### config.mk
export PLATFORM = sky130hd
export DESIGN_NAME = pi_switch_datapath
export DESIGN_NICKNAME = d
export VERILOG_FILES = /design/src/rtl/pi_switch_datapath.sv
export SDC_FILE = /design/constraint.sdc
export NUM_CORES = 1
export LEC_CHECK = 0
export ABC_AREA = 1
export CORE_MARGIN = 1
export CORE_UTILIZATION = 31
export CTS_BUF_LIST = sky130_fd_sc_hd__clkbuf_4 sky130_fd_sc_hd__clkbuf_8 sky130_fd_sc_hd__clkbuf_16
export DETAILED_ROUTE_END_ITERATION = 10
export SLEW_MARGIN = 10
export SYNTH_ARGS = -nofsm -noshare
export SYNTH_HDL_FRONTEND = slang
export SYNTH_SLANG_ARGS = --single-unit
### constraint.sdc
create_clock -name clk -period 3 [get_ports clk]
set_clock_uncertainty 0.1 [all_clocks]
set_input_delay 0.3 -clock clk [delete_from_list [all_inputs] [get_ports clk]]
set_output_delay 0.3 -clock clk [all_outputs]
set_load 0.01 [all_outputs]
### src/rtl/pi_switch_datapath.sv
// pi_switch_datapath: registers and route-decodes four packet buses, delays them to meet the
// arbiter's selects, steers them through a 4x4 crossbar and keeps deflection/conflict diagnostics.
module pi_switch_datapath #(
  parameter int p_sz       = 49,
  parameter int addr_width = 4,
  parameter int level      = 1,
  parameter int pos        = 0,
  parameter int arb_lat    = 5
) (
  input  logic            clk,
  input  logic            reset_n,
  input  logic [p_sz-1:0] l_bus_i,
  input  logic [p_sz-1:0] r_bus_i,
  input  logic [p_sz-1:0] ul_bus_i,
  input  logic [p_sz-1:0] ur_bus_i,
  output logic [1:0]      d_l,
  output logic [1:0]      d_r,
  output logic [1:0]      d_ul,
  output logic [1:0]      d_ur,
  input  logic [1:0]      sel_l,
  input  logic [1:0]      sel_r,
  input  logic [1:0]      sel_ul,
  input  logic [1:0]      sel_ur,
  input  logic            rand_gen,
  output logic            random,
  output logic [p_sz-1:0] l_bus_o,
  output logic [p_sz-1:0] r_bus_o,
  output logic [p_sz-1:0] ul_bus_o,
  output logic [p_sz-1:0] ur_bus_o,
  output logic [15:0]     deflect_cnt,
  output logic            conflict
);
  localparam logic [addr_width-1:0] pos_a = addr_width'(pos);
  localparam logic [1:0] exp_dir [4] = '{2'b01, 2'b10, 2'b11, 2'b11};
  logic [p_sz-1:0] bus_i [4];
  logic [p_sz-1:0] in_b [4];
  logic [p_sz-1:0] a [4];
  logic [p_sz-1:0] src [4];
  logic [p_sz-1:0] bus_q [4];
  logic [p_sz-1:0] dl [arb_lat][4];
  logic [1:0] dd [arb_lat][4];
  logic [1:0] sel [4];
  logic [1:0] d [4];
  logic [1:0] ad [4];
  logic [1:0] idx [4];
  logic [2:0] hits [4];
  logic [2:0] dsum;
  logic [16:0] sum;
  logic cf;
  assign bus_i[0] = l_bus_i;
  assign bus_i[1] = r_bus_i;
  assign bus_i[2] = ul_bus_i;
  assign bus_i[3] = ur_bus_i;
  assign sel[0] = sel_l;
  assign sel[1] = sel_r;
  assign sel[2] = sel_ul;
  assign sel[3] = sel_ur;
  assign d_l = d[0];
  assign d_r = d[1];
  assign d_ul = d[2];
  assign d_ur = d[3];
  assign l_bus_o = bus_q[0];
  assign r_bus_o = bus_q[1];
  assign ul_bus_o = bus_q[2];
  assign ur_bus_o = bus_q[3];
  assign a = dl[arb_lat-1];
  assign ad = dd[arb_lat-1];

  function automatic logic [1:0] dec(input logic [p_sz-1:0] p);
    logic [addr_width-1:0] addr;
    addr = p[p_sz-2 -: addr_width];
    return !p[p_sz-1] ? 2'b00 : (addr >> level) != pos_a ? 2'b11 : addr[level-1] ? 2'b10 : 2'b01;
  endfunction

  always_comb
    for (int i = 0; i < 4; i++) d[i] = dec(in_b[i]);

  // select codes 01,10,11,00 name sources l,r,ul,ur, i.e. source index = sel - 1
  always_comb begin
    dsum = '0;
    cf = 1'b0;
    for (int i = 0; i < 4; i++) begin
      idx[i] = sel[i] - 2'd1;
      src[i] = a[idx[i]];
      dsum = dsum + 3'(src[i][p_sz-1] && ad[idx[i]] != exp_dir[i]);
    end
    for (int j = 0; j < 4; j++) begin
      hits[j] = '0;
      for (int i = 0; i < 4; i++) hits[j] = hits[j] + 3'(idx[i] == 2'(j));
      cf = cf | (a[j][p_sz-1] && hits[j] != 3'd1);
    end
    sum = {1'b0, deflect_cnt} + 17'(dsum);
  end

  always_ff @(posedge clk or negedge reset_n)
    if (!reset_n) begin
      for (int j = 0; j < arb_lat; j++)
        for (int i = 0; i < 4; i++) begin
          dl[j][i] <= '0;
          dd[j][i] <= '0;
        end
      for (int i = 0; i < 4; i++) begin
        in_b[i] <= '0;
        bus_q[i] <= '0;
      end
      random <= 1'b0;
      deflect_cnt <= '0;
      conflict <= 1'b0;
    end else begin
      in_b <= bus_i;
      dl[0] <= in_b;
      dd[0] <= d;
      for (int j = 1; j < arb_lat; j++) begin
        dl[j] <= dl[j-1];
        dd[j] <= dd[j-1];
      end
      bus_q <= src;
      random <= random ^ rand_gen;
      deflect_cnt <= sum[16] ? 16'hFFFF : sum[15:0];
      conflict <= cf;
    end
endmodule

# Yosys cells after proc, flatten, opt, wreduce, memory -nomap -nowiden
# Cells that the tools add are included.
dict set report totals {
  reg_bits 1430
  latchBits 0
  ram_bits 0
  rom_bits 0
  inputBits 207
  word_cells 156
  memories 0
}
dict set report classes {
  add_sub_neg 20
  n_mul 0
  n_div 0
  order_cmp 4
  eq_ne 20
  shift 0
  muxes 37
  bitwise 8
  n_reduce_logical 16
}
# cell count
set op_table {}
lappend op_table {{binary-select mux 49 bit (select 2 bit)} 4}
lappend op_table {{two-way mux 49 bit} 8}
lappend op_table {{two-way mux 2 bit} 20}
lappend op_table {{adder 16 x 3 -> 17 bit} 1}
lappend op_table {{binary-select mux 2 bit (select 2 bit)} 4}
lappend op_table {{== test 2 bit (second input constant)} 8}
lappend op_table {{two-way mux 16 bit} 1}
lappend op_table {{nonzero test 4 bit} 4}
lappend op_table {{adder 2 x 1 -> 3 bit} 5}
lappend op_table {{adder 3 x 1 -> 3 bit} 5}
lappend op_table {{greater-or-equal comparator 3 bit (second input constant)} 4}
lappend op_table {{!= test 3 x 1 -> 1 bit (second input constant)} 4}
lappend op_table {{NOT 2 -> 3 bit} 4}
lappend op_table {{adder 1 x 1 -> 2 bit} 5}
lappend op_table {{== test 2 x 1 -> 1 bit (second input constant)} 4}
lappend op_table {{logical AND 1 bit} 8}
lappend op_table {{zero test 2 bit} 4}
lappend op_table {{subtractor 2 x 1 -> 2 bit (second input constant)} 4}
lappend op_table {{!= test 2 bit (second input constant)} 3}
lappend op_table {{OR 1 bit} 3}
lappend op_table {{!= test 2 x 1 -> 1 bit (second input constant)} 1}
lappend op_table {{bitwise XOR 1 bit} 1}

# Logic depth before layout (Yosys ltp)
dict set report depth {
  word_depth 12
  ltp_mapped 21
  ltp_nobuf 17
}

# Worst setup path after synthesis
# No wires, ideal clock.
dict set report synth_timing {
  path_kind {input port to flip-flop}
  startpoint {input sel_l[0]}
  endpoint {register deflect_cnt[10]}
  setup_ps 122
  arrival_time_ps 3664
  required_ps 2778
  path_slack_ps -886
  stages 19
  path_buffers 5
  cell_sequence {buf_4 > inv_2 > buf_4 > buf_4 > ha_1 > clkinv_2 > buf_1 > o21ai_0 > o22ai_1 > nand2_1 > fa_1 > inv_1 > fa_1 > fa_1 > nand2_2 > nor2_4 > nand4_4 > buf_6 > nand3_2}
}
# item line_no
set synth_lines {}
lappend synth_lines {{start: declaration} 20} ;# input logic [1:0] sel_l,
lappend synth_lines {{end signal: assignment} 119} ;# deflect_cnt <= sum[16] ? 16'hFFFF : sum[15:0];
lappend synth_lines {{end: declaration} 30} ;# output logic [15:0] deflect_cnt,

==> key figures <==
Worst setup path
  • Worst Setup Start Kind: input pin
  • Crit path cell chain: clkdlybuf4s50_1 > inv_1 > ha_4 > o21ai_1 > o22ai_1 > nand2_1 > fa_1 > inv_1 > fa_2 > fa_2 > nand2_4 > nor2_4 > nand2_1 > xor2_1 > nand2_1
  • Crit path DAT: 3.48 ns
  • Delay-heaviest family, CP: adder cells
  • Slowest cell delay on critical path: between 0.5 and 0.6 ns
  • Critical Path Fanout Max: 6
  • Critical path endpoint category: flop
  • Buffers and inverters on the worst path: 3
  • Crit-path most repeated cell: nand2_1
  • CP required: approximately 3.6 ns
  • Slowest cell on the critical path: clkdlybuf4s50_1
  • Critical path class: input pin to flop

Final layout
  • Nets: between 3k and 4k
  • Post-route cell area: around 56000 um^2
  • Area Growth Syn to Fin: 32.7%
  • Layout cell share with drive strength beyond 1: 10.2%

Logic synthesis
  • Syn Area/Cell: approximately 15 um^2
  • Share of flip-flops with an asynchronous set or reset: 100%
  • #FFs+latches synth: approximately 1.4k
  • Yosys warning total: 0
  • Synth unique cells: 35
  • Mapped Cells: 2766
  • Number of flops mapped to enable cells by yosys: 0
  • Register area share after synthesis: between 80% and 90%
  • Synth area leader: dfrtp_1
  • Most common flop cell mapped by yosys: dfrtp_1
  • Post-synth top area share: a little over four fifths
  • Mapped Area: ~42000 um^2
  • Net Count, Synth: around 3k
  • Synth top area cells: dfrtp_1, o21ai_0, nor2_1

Detailed routing
  • Vias per cell: 4.59
  • Average wire per standard cell: approximately 20 um
  • Post-Route WL: roughly 110 mm
  • DRT iter0 DRCs: around 2.0k
  • Number of antenna-violating nets in the routed design: 0
  • Residual DRC: 0
  • TritonRoute pass-1 iters: 7
  • Via count: between 20k and 25k

CTS
  • CTS Sinks: between 1k and 1.5k
  • Clk_lat worst skew: about 0.78 ns
  • Max Root-Sink Buffers: 3
  • CTS tree: built
  • Num CTS Buffers: around 140
  • Post-CTS setup buffers: 0
  • H-tree Lvls: 4
  • Clock Pin Slew Worst Setup and Hold Paths: 0.06 ns
  • Clock root buffer: clkbuf_16

Power
  • Pwr/cell area: 779 nW/um^2
  • Overall Power: roughly 44 mW
  • Leakage: around 24 nW
  • VDD IR max: 457 uV

Floorplanning
  • Die height: approximately 370 um
  • Initial Util: 31.3%
  • Core area: between 100000 and 150000 um^2
  • Die ar.: ~140000 um^2
  • I/O pin count: ~430
  • Die width: around 370 um
  • Row count: 135

Outcome
  • Status: finished, final reports clean

GRT
  • Pin count of the biggest net entering global routing: ~110
  • Vias in the first global route: between 20k and 30k
  • Grt peak-use layer: met2
  • Congestion Overflow GR: 0
  • M3 GR Usage: under 10%
  • Global-route wire length before repair: about 160 mm
  • Tot GR Track Use: about 16%
  • Antenna violations before repair: 15
  • Met1 track demand over resource: 20.8%
  • Global Route met2 Usage: around 25%

Timing
  • Rel. slew slack: approximately 33%
  • Setup Viol. Count Final: 0
  • Final count of hold timing violations: 0
  • Final period utilization: a little under 100%
  • Max-slew violation count: 0
  • Worst-margin pin slew: just over 1 ns
  • Fmax: 0.342 GHz
  • Minimum clock period after layout: 2.92 ns

Place
  • Hpwl dp: approximately 66 mm
  • Placed instance area: approximately 49000 um^2
  • Final Wtd Congestion: about 0.8
  • Number of port buffers: ~430

Worst hold path
  • Hold Crit Class: input pin to flop

Job
  • MaxCap Viol Count: 0
-- final cells by class --
class,count,area (um^2)
Clock buffer,201,4180
Antenna cell,2,5.00
Clock inverter,57,915
Inverter,59,239
Timing Repair Buffer,708,7080
Fill cell,12100,79300
Multi-Input combinational cell,1151,5910
Tap cell,1781,2230
Sequential cell,1430,35800
-- placed cells by master (no fill, tap or decap), types with 4 or more instances in the layout --
cell type / instances
nand2_1: 61
ha_1: 21
o22ai_1: 193
clkinv_2: 13
fa_1: 5
clkdlybuf4s50_1: 418
dlygate4sd2_1: 4
dlygate4sd3_1: 203
o211ai_1: 6
nand3_1: 20
xor2_1: 4
bufinv_16: 16
inv_4: 4
buf_12: 15
o21ai_0: 396
clkbuf_16: 144
o21ai_1: 6
inv_1: 51
ha_4: 4
clkinvlp_4: 6
or3_1: 4
clkbuf_8: 23
clkinv_8: 6
buf_4: 66
dfrtp_1: 1429
nor2_1: 400
clkinv_4: 5
inv_6: 8
clkbuf_4: 34
-- worst register-to-register path: stages, from the launching register on --
cell	delay, ns
dfrtp_1	0.47
o21ai_0	0.13
o22ai_1	0.18
nand2_1	0.12
fa_1	0.49
inv_1	0.05
fa_2	0.36
fa_2	0.40
nand2_4	0.10
nor2_4	0.07
nand2_1	0.08
xor2_1	0.15
nand2_1	0.06
-- path summary, 6_finish.rpt --
check / endpoint / from / slack [ns] / cells after the start
worst max-delay path: deflect_cnt[8]$_DFF_PN0_ / sel_l[1] / 0.08 / 15
worst min register to register: dl[636]$_DFF_PN0_ / dl[832]$_DFF_PN0_ / 0.22 / 0
min in group asynchronous: r_bus_o[1]$_DFF_PN0_ / reset_n / 0.53 / 3
worst min-delay path: l_bus_o[48]$_DFF_PN0_ / sel_l[0] / 0.14 / 5
max in group asynchronous: in_b[82]$_DFF_PN0_ / reset_n / 1.07 / 4
worst max register to register: deflect_cnt[8]$_DFF_PN0_ / a[97]$_DFF_PN0_ / 0.12 / 12
-- sequential cells by signal (all words and copies together) (netlist names) --
name,cells
r_bus_o,49
in_b,196
ad,8
conflict,1
ul_bus_o,49
deflect_cnt,16
a,196
ur_bus_o,49
dl,784
l_bus_o,49
dd,32
random,1
-- per-stage QoR --
stage | util (%) | hold WS, ns | instances | setup TNS, ns | worst slack (ns)
finish | 41.5 | 0.140 | 5389 | 0 | 0.0781
global route | 41.5 | 0.0993 | 5387 | -0.000298 | -0.000298
CTS | 41.5 | 0.0367 | 5386 | 0 | 0.0182
floorplan | - | -0.0956 | 2766 | -4.40 | -0.316
detailed placement | 36.3 | 0.219 | 4925 | -10.27 | -0.688
global placement | 36.3 | 0.206 | 4925 | -9.83 | -0.671
-- report_power, final --
part | internal (mW) | switching [mW]
combinational | 1.73 | 2.15
sequential | 20.6 | 0.735
clock | 11.2 | 7.50
total | 33.5 | 10.4
-- routing by layer --
layer  up-vias  wire length [um]
met5         -                88
met4        14              4040
met3       299              9410
met2      1216             51100
met1     12600             44300
li1      10600                 -
-- synth_stat cells, types with 2 or more instances --
cell / number
nand4_1: 3
xor2_1: 4
nor2_4: 2
o21ai_1: 2
inv_2: 2
buf_6: 5
xnor2_1: 2
clkbuf_1: 68
dfrtp_1: 1430
buf_4: 16
nand3_2: 3
nand2_2: 2
nor2_1: 400
nand3_1: 20
o21ai_0: 400
nand2_1: 62
a21oi_1: 4
buf_2: 35
inv_1: 54
clkbuf_2: 2
fa_1: 7
nand3b_1: 3
or3_1: 4
o211ai_1: 6
ha_1: 25
inv_4: 2
o31ai_1: 3
o22ai_1: 193
-- repair_timing --
action | CTS | global route
cloned | 0 | 1
setup endpoints to repair | 5 | 13
resized for setup | 6 | 5
hold buffers | 203 | 0
hold endpoints to repair | 967 | 0
-- cell families (layout without fill, tap and decap cells) --
logic type / Yosys count / in the layout / share of synthesized area (%)
buf+inv: 186 / 1025 / 2.00
simple gates: 503 / 504 / 4.72
flops: 1430 / 1430 / 84.3
compound gates: 609 / 609 / 7.82
other cells: 0 / 2 / 0
xor+xnor: 6 / 6 / 0.124
fa+ha+maj: 32 / 32 / 1.07
Note: power is estimated with default switching activity, not from simulation.
